==> src/rtl/param_switch_core.sv <==
// N-port switch core: per-output FIFOs fed by round-robin arbitration, plus an illegal-address drop counter.
// Latency 2 cycles input to output; in_rdy drops for a losing or full-blocked input, and illegal flits are always consumed.

// Generic circular FIFO: registered count, power-of-2 depth, head visible combinationally.
// Latency: a push at edge T is readable after T; a pop at T advances the head after T.
// Backpressure: push is ignored when full and pop is ignored when empty.
module sw_fifo #(
    parameter int W     = 16,
    parameter int DEPTH = 4
) (
    input  logic         clk,
    input  logic         reset,
    input  logic         push,
    input  logic [W-1:0] push_dat,
    input  logic         pop,
    output logic [W-1:0] head,
    output logic         full,
    output logic         empty
);
    localparam int AW = $clog2(DEPTH);
    localparam int CW = $clog2(DEPTH + 1);

    logic [W-1:0]  mem [DEPTH];
    logic [AW-1:0] wr_ptr, rd_ptr;
    logic [CW-1:0] count;
    logic          do_push, do_pop;

    assign full    = (count == CW'(DEPTH));
    assign empty   = (count == '0);
    assign do_push = push & ~full;
    assign do_pop  = pop & ~empty;
    assign head    = mem[rd_ptr];

    always_ff @(posedge clk) begin
        if (do_push) mem[wr_ptr] <= push_dat;
    end

    always_ff @(posedge clk or negedge reset) begin
        if (!reset) begin
            wr_ptr <= '0;
            rd_ptr <= '0;
            count  <= '0;
        end else begin
            if (do_push) wr_ptr <= wr_ptr + AW'(1);
            if (do_pop)  rd_ptr <= rd_ptr + AW'(1);
            case ({do_push, do_pop})
                2'b10:   count <= count + CW'(1);
                2'b01:   count <= count - CW'(1);
                default: count <= count;
            endcase
        end
    end
endmodule

module param_switch_core #(
    parameter int NUM_PORTS = 4,
    parameter int DATA_W    = 8,
    parameter int ADDR_W    = 8,
    parameter int DEPTH     = 4,
    parameter int CNT_W     = 16
) (
    input  logic                          clk,
    input  logic                          reset,
    input  logic [NUM_PORTS*ADDR_W-1:0]   addr_in,
    input  logic [NUM_PORTS*DATA_W-1:0]   data_in,
    input  logic [NUM_PORTS-1:0]          valid_in,
    output logic [NUM_PORTS-1:0]          in_rdy,
    output logic [NUM_PORTS*ADDR_W-1:0]   addr_out,
    output logic [NUM_PORTS*DATA_W-1:0]   data_out,
    output logic [NUM_PORTS-1:0]          valid_out,
    output logic [NUM_PORTS-1:0]          rcv_rdy,
    input  logic [NUM_PORTS-1:0]          data_rd,
    output logic [CNT_W-1:0]              drop_cnt
);
    localparam int PW   = (NUM_PORTS > 1) ? $clog2(NUM_PORTS) : 1;
    localparam int EW   = ADDR_W + DATA_W;
    localparam int CMPW = ADDR_W + 8;

    logic [NUM_PORTS-1:0]                 illegal;
    logic [NUM_PORTS-1:0][NUM_PORTS-1:0]  req;      // req[output][input]
    logic [NUM_PORTS-1:0][PW-1:0]         rr, win;
    logic [NUM_PORTS-1:0]                 found, push, pop, full, empty;
    logic [NUM_PORTS-1:0][EW-1:0]         head, push_dat;
    logic [PW:0]                          ndrop;
    logic [CNT_W:0]                       drop_sum;

    always_comb begin
        illegal = '0;
        req     = '0;
        ndrop   = '0;
        for (int k = 0; k < NUM_PORTS; k++) begin
            if (valid_in[k] && (CMPW'(addr_in[k*ADDR_W +: ADDR_W]) >= CMPW'(NUM_PORTS)))
                illegal[k] = 1'b1;
            ndrop = ndrop + (PW+1)'(illegal[k]);
            for (int j = 0; j < NUM_PORTS; j++) begin
                if (valid_in[k] && (CMPW'(addr_in[k*ADDR_W +: ADDR_W]) == CMPW'(j)))
                    req[j][k] = 1'b1;
            end
        end
    end

    // Scan inputs starting at rr[j]; fullness uses the registered count only.
    always_comb begin
        found    = '0;
        win      = '0;
        push     = '0;
        push_dat = '0;
        in_rdy   = ~valid_in | illegal;
        for (int j = 0; j < NUM_PORTS; j++) begin
            for (int i = 0; i < NUM_PORTS; i++) begin
                logic [PW:0] idx;
                idx = {1'b0, rr[j]} + (PW+1)'(i);
                if (idx >= (PW+1)'(NUM_PORTS)) idx = idx - (PW+1)'(NUM_PORTS);
                if (!found[j] && req[j][idx[PW-1:0]]) begin
                    found[j] = 1'b1;
                    win[j]   = idx[PW-1:0];
                end
            end
            push[j]     = found[j] & ~full[j];
            push_dat[j] = {addr_in[win[j]*ADDR_W +: ADDR_W], data_in[win[j]*DATA_W +: DATA_W]};
            if (push[j]) in_rdy[win[j]] = 1'b1;
        end
    end

    assign pop      = data_rd & ~empty;
    assign rcv_rdy  = ~empty;
    assign drop_sum = {1'b0, drop_cnt} + (CNT_W+1)'(ndrop);

    for (genvar j = 0; j < NUM_PORTS; j++) begin : g_out
        sw_fifo #(.W(EW), .DEPTH(DEPTH)) u_fifo (
            .clk      (clk),
            .reset    (reset),
            .push     (push[j]),
            .push_dat (push_dat[j]),
            .pop      (pop[j]),
            .head     (head[j]),
            .full     (full[j]),
            .empty    (empty[j])
        );
    end

    always_ff @(posedge clk or negedge reset) begin
        if (!reset) begin
            rr        <= '0;
            drop_cnt  <= '0;
            valid_out <= '0;
            addr_out  <= '0;
            data_out  <= '0;
        end else begin
            drop_cnt  <= drop_sum[CNT_W] ? '1 : drop_sum[CNT_W-1:0];
            valid_out <= pop;
            for (int j = 0; j < NUM_PORTS; j++) begin
                if (push[j])
                    rr[j] <= (win[j] == PW'(NUM_PORTS - 1)) ? '0 : win[j] + PW'(1);
                if (pop[j]) begin
                    addr_out[j*ADDR_W +: ADDR_W] <= head[j][EW-1 -: ADDR_W];
                    data_out[j*DATA_W +: DATA_W] <= head[j][DATA_W-1:0];
                end
            end
        end
    end
endmodule

==> config.mk <==
export PLATFORM = sky130hd
export DESIGN_NAME = param_switch_core
export DESIGN_NICKNAME = d
export VERILOG_FILES = /design/src/rtl/param_switch_core.sv
export SDC_FILE = /design/constraint.sdc
export NUM_CORES = 1
export LEC_CHECK = 0
export BUFFER_PORTS_ARGS = -buffer_cell sky130_fd_sc_hd__buf_2
export CAP_MARGIN = 30
export CORE_AREA = 3 3 222 224
export CTS_CLUSTER_DIAMETER = 40
export DETAILED_ROUTE_END_ITERATION = 6
export DIE_AREA = 0 0 225 227
export GPL_TIMING_DRIVEN = 0
export SYNTH_ARGS = -nofsm -noshare
export SYNTH_HDL_FRONTEND = slang
export SYNTH_SLANG_ARGS = --single-unit
==> constraint.sdc <==
create_clock -name clk -period 7.01 [get_ports clk]
set_input_delay 1.0515 -clock clk [delete_from_list [all_inputs] [get_ports clk]]
set_output_delay 1.0515 -clock clk [all_outputs]
set_load 0.01 [all_outputs]
Word-level counts from Yosys, hierarchy flattened
Memories as Yosys holds them, arrays and structs flattened. A register that Yosys moved wholly into a read port is not among the register bits.
Cells that the tools add are included.

cells by class
  add/sub/neg operators = 52
  $lt $le $gt $ge = 44
  reduce and logical (&&, ||, !) cells = 64
  bitwise operators = 28
  shift-type cells = 8
  muxes and demuxes = 129
  eq/ne operators = 28

operators with widths
  cell                                                               count
  variable part select 32 x 6 -> 8 bit                               8
  2-to-1 mux 2 bit                                                   36
  equality test 8 x 2 -> 1 bit, second input constant                8
  2-to-1 mux 1 bit                                                   64
  less-than comparator 2 x 3 -> 1 bit, second input constant         20
  greater-or-equal comparator 3 bit, second input constant           12
  logical AND 1 bit                                                  36
  binary-select mux 1 bit (select 2 bit)                             16
  equality test 8 x 1 -> 1 bit, second input constant                4
  greater-or-equal comparator 8 x 3 -> 1 bit, second input constant  4
  logical NOT 8 bit                                                  4
  subtractor 2 x 1 -> 2 bit, second input constant                   16
  adder 2 x 1 -> 2 bit, second input constant                        12
  adder 2 x 2 -> 3 bit, second input constant                        8
  one-hot mux 3 bit (2 select lines)                                 4
  OR 4 bit                                                           5
  adder 16 x 3 -> 17 bit                                             1
  equality test 2 bit, second input constant                         8
  logical NOT 1 bit                                                  16
  2-to-1 mux 16 bit                                                  1
  2-to-1 mux 4 bit                                                   4
  adder 2 x 1 -> 3 bit, second input constant                        4
  adder 3 x 1 -> 3 bit, second input constant                        4
  bitwise AND 1 bit                                                  12
  other kinds (14)                                                   46

word-level totals
  word-level logic and storage cells = 375
  bits in writable memories = 256
  memories = 4
  register bits = 56
  input bits = 74
  output and inout bits = 92

memories
  memory               words  width  rd ports  clocked after memory_dff  wr ports  line  source
  g_out[0].u_fifo.mem  4      16     1         1                         1         23    logic [W-1:0] mem [DEPTH];
  g_out[1].u_fifo.mem  4      16     1         1                         1         23
  g_out[2].u_fifo.mem  4      16     1         1                         1         23
  g_out[3].u_fifo.mem  4      16     1         1                         1         23

Logic depth before layout (Yosys ltp)
  depth after elaboration = 27
  gate-level depth with buffers = 13

Cells and area by module
A second synthesis with hierarchy kept.

unflattened totals
  cell total of the unflattened synthesis = 1003
  area total of the unflattened synthesis = 16957.5 um2

by module, submodules not included
  module                          instances  area each (um2)  cells each
  sw_fifo at g_out[0].u_fifo ...  3          2775.2           121
  param_switch_core               1          5894.4           518
  sw_fifo at g_out[2].u_fifo      1          2737.6           122

Worst setup path after synthesis
No wires, ideal clock.

  path type = input to output
  start point = input port addr_in[26]
  end point = output port in_rdy[0]
  arrival = 3502 ps
  data required time = 5958 ps
  stages = 9
  buffers on the path = 1
  slack = 2456 ps
  cell sequence = or4_4 > or4_4 > a21o_1 > a211oi_2 > buf_2 > inv_1 > ha_1 > a222oi_1 > nand3_1

between the ends
  word-level cells in the longest chain between the ends = 27
  elaborated cells on any way between the ends = 132
  those cells by class = order compare: 8; eq/ne: 3; mux: 80; bitwise: 8; reduce/logical: 33

RTL lines
  element                                 line  source
  start, declared                         64    input logic [NUM_PORTS*ADDR_W-1:0] addr_in,
  logical NOT 8 bit                       96    if (valid_in[k] && (CMPW'(addr_in[k*ADDR_W +: ADDR_W]) == CMPW'(j)))
  logical AND 1 bit                       96
  2-to-1 mux 1 bit                        96
  binary-select mux 1 bit (select 2 bit)  114   if (!found[j] && req[j][idx[PW-1:0]]) begin
  2-to-1 mux 1 bit (not written as such)  114
  2-to-1 mux 1 bit                        114
  logical NOT 1 bit                       114
  logical AND 1 bit                       114
  [11 not listed]                         -
  OR 4 bit (no line)                      -
  2-to-1 mux 4 bit                        121   if (push[j]) in_rdy[win[j]] = 1'b1;
  OR 4 bit (no line)                      -
  2-to-1 mux 4 bit                        121
  OR 4 bit (no line)                      -
  2-to-1 mux 4 bit                        121
  OR 4 bit (no line)                      -
  2-to-1 mux 4 bit (*)                    121
  end, declared                           67    output logic [NUM_PORTS-1:0] in_rdy,

Every way passes the cells marked *; elsewhere a longest branch is shown, timed or not. The select of a mux whose other input is x is not followed.

Worst setup path in the final report
  start point = input port addr_in[22]
  end point = output port in_rdy[0]

The elaborated chain is that of the path after synthesis.

==> results.yml <==
synthesis:
  syn_area_um2: 16630
  ys_seq_area_frac: 0.6429
  yosys_warnings: 0
  ys_seq_elements: 376
  synthMuxAreaShare: 0.1840
  avgSynthCellArea_um2: 16.75
  synth_cells: 993
  synthAdderAreaFrac: 0.03627
  synth_top_family_by_area: "multiplexers"
  synth-xor-area-share: 0.01791
  ys.flop_type: "edfxtp_1"
  synth_compound_area_frac: 0.02935
  synth_edf_count: 256
  yosys.area_share.simple: 0.06975
  yosysTopAreaCellShare: 0.4623
  ys_top_cells_by_area: "edfxtp_1 46%, dfrtp_1 18%, mux4_2 12%"
  synth_cell_type_count: 65
  yosysTopAreaCell: "edfxtp_1"
  synthArstFlopShare: 0.3191
  syn-num-nets: 1111
detailed_routing:
  drc: 0
  wire_per_inst_um: 21.64
  drt_iter0_markers: 672
  dr.pass1.iters: 5
  vias: 9608
  wl_mm: 40.89
  routed_via_density: 5.084
  ant_nets: 0
global_routing:
  antenna_found_initial: 16
  grt_pass1_vias: 9743
  grt.total_usage: 0.1614
  grt_pass1_wl_mm: 61.40
  grt-ovfl-total: 0
  grt_max_degree: 79
worst_hold_path:
  hold_path.class: "in -> async"
sta:
  hold_viol: 0
  rsz0062_at_grt: "false"
  min_period_ns: 5.390
  finalSetupTns_ns: 0
  slew_violations: 0
  min_period_over_period: 0.7689
  slew_headroom: 0.3665
  max_freq_ghz: 0.1855
  finalSetupViolations: 0
  tightest_slew_ns: 0.9461
  skew_ns: 0.02300
  fin_ws_ns: 1.620
layout:
  fill_cells: 4269
  drive_above_1_share: 0.3522
  multi_input_area_um2: 5609
  syn_to_final_growth_pct: 21.57
  layout.nets: 1338
  seqCellArea_um2: 10690
power:
  leakage_uw: 0.007526
  p_per_area_nw_per_um2: 370.5
  ir_drop_mv: 0.1894
place:
  dp_hpwl_mm: 28.45
  gp_congestion: 0.8388
  preCtsSetupSlack_ns: 1.713
  port_buffers: 164
clock_network:
  post_cts.repair.setup_buffers: 0
  cts.sinks: 376
  clk_pin_slew_ns: 0.05
  cts_hold_buf: 0
  h-tree-depth: 2
  cts_tree: "yes"
  cts_root_buffer: "clkbuf_16"
  cts.repair.resized: 0
  clk_path_buf_depth: 3
  cts_buffers: 58
  clk_latency_ns: 0.60
critical_path:
  ff2ff_path_depth: 10
  r2r-start: "g_out[3].u_fifo.count[2]"
  startpoint_type: "input pin"
  startpoint: "addr_in[22]"
  setup.worst_path.end_class: "output pin"
  critical_path_required_ns: 5.96
  cp.arrival_ns: 4.34
  critPathKind: "in -> out"
  worstPathMaxFanout: 11
  setup.worst_path.end: "in_rdy[0]"
  rrSetupSlack_ns: 3.81
  r2r_end: "g_out[3].u_fifo.count[2]"
die:
  initial_core_util: 0.3497
  die_area_um2: 51080
  ios: 166
  coreArea_um2: 47550
  die_width_um: 225
  row_count: 80
  die_h_um: 227
run_status:
  outcome: "complete, no violations"
run:
  cap_violations: 0
==> worst max-delay path: stages <==
cell and delay, ns:
buf_2 0.10, nor3b_1 0.72, nand4b_1 0.42, a21o_1 0.27, a21oi_1 0.24, buf_2 0.40, inv_1 0.12, ha_1 0.20
a222oi_1 0.42, nand3_1 0.21, buf_2 0.19
==> layer usage <==
layer	vias to the layer above	global-route usage	share of wire
met3	74	0.04126	0.073
met5	-	0	0.0013
met4	6	0.04470	0.021
li1	4312	-	-
met1	4890	0.2226	0.43
met2	326	0.2564	0.48
==> cells by family after synthesis <==
group | count (synthesis)
flops | 376
simple gates | 208
mux | 187
buf+inv | 79
compound gates | 65
fa+ha+maj | 44
xor+xnor | 34
==> cell type report <==
cell class,count,share of cell area
inverter,38,0.007180
multi-input combinational,538,0.2775
clock inverter,46,0.02166
antenna,6,0.0007427
tap,615,0.03806
buffer,41,0.009098
sequential,376,0.5288
clock buffer,63,0.07378
timing repair buffer,167,0.04320
==> registers in the layout, summed over array words and instances, names as in the netlist <==
register	flops
g_out.u_fifo.mem	256
addr_out	32
data_out	32
drop_cnt	16
g_out.u_fifo.count	12
g_out.u_fifo.rd_ptr	8
g_out.u_fifo.wr_ptr	8
rr	8
valid_out	4
==> report_power, final <==
part	internal (µW)	leakage (µW)	switching (µW)
Clock	1720	0.000948	1090
Sequential	2700	0.00372	197
Combinational	887	0.00286	895
==> worst min path at each step <==
stage               cells past startpoint  slack [ns]                     start                        to
floorplan                               1        0.46  g_out[0].u_fifo.count[2]  g_out[0].u_fifo.count[2]
global placement                        1        0.48  g_out[2].u_fifo.count[0]  g_out[2].u_fifo.count[0]
detailed placement                      1        0.48  g_out[0].u_fifo.count[2]  g_out[0].u_fifo.count[2]
CTS                                     1        0.37                     reset              addr_out[29]
global route                            1        0.38                     reset              addr_out[29]
finish                                  1        0.38                     reset              addr_out[29]
==> Yosys cell counts, drive strengths merged (5+ instances only) <==
master / count
nor3: 7
buf: 16
xnor2: 15
ha: 37
and2: 29
mux4: 88
a21o: 5
or3: 10
clkbuf: 25
nor2b: 14
dfrtp: 120
and3: 13
nor3b: 5
o21ai: 12
inv: 37
xor2: 19
nor4: 5
nor2: 29
edfxtp: 256
a31oi: 5
mux2i: 29
nand4: 7
a21oi: 16
mux2: 70
nand3: 22
nand2: 47
fa: 7
==> cells in the final DEF, fill, tap and decap left out, types with 5 or more instances in the layout <==
| master | synthesis | final |
|---|---|---|
| a21o_1 | 5 | 5 |
| a21oi_1 | 16 | 16 |
| a31oi_1 | 5 | 5 |
| and2_1 | 29 | 29 |
| and3_1 | 13 | 13 |
| buf_1 | 9 | 9 |
| buf_2 | 4 | 167 |
| clkbuf_1 | 23 | 27 |
| clkbuf_16 | 0 | 59 |
| clkinv_1 | 1 | 6 |
| clkinv_2 | 0 | 9 |
| clkinv_4 | 0 | 5 |
| dfrtp_1 | 120 | 120 |
| diode_2 | 0 | 6 |
| edfxtp_1 | 256 | 256 |
| fa_1 | 7 | 7 |
| ha_1 | 37 | 37 |
| inv_1 | 36 | 36 |
| inv_6 | 0 | 17 |
| mux2_2 | 70 | 70 |
| mux2i_1 | 29 | 29 |
| mux4_2 | 88 | 88 |
| nand2_1 | 47 | 47 |
| nand3_1 | 22 | 22 |
| nand4_1 | 7 | 7 |
| nor2_1 | 29 | 29 |
| nor2b_1 | 14 | 14 |
| nor3_1 | 5 | 5 |
| nor3b_1 | 5 | 5 |
| o21ai_0 | 12 | 12 |
| or3_1 | 10 | 10 |
| xnor2_1 | 15 | 15 |
| xor2_1 | 19 | 19 |
==> stage by stage <==
stage | utilization | cells | cell area, µm² | hold WS [ns] | power (µW)
6_report | 0.4252 | 1890 | 20220 | 0.3776 | 7490
5_1_grt | 0.4250 | 1886 | 20210 | 0.3838 | 7900
4_1_cts | 0.4246 | 1883 | 20190 | 0.3701 | 7615
3_3_place_gp | 0.3832 | 1772 | 18220 | 0.4779 | 4719
2_1_floorplan | - | 993 | 16630 | 0.4551 | 4120
3_5_place_dp | 0.3841 | 1774 | 18260 | 0.4791 | 4770
(Power assumes the default switching activity.)
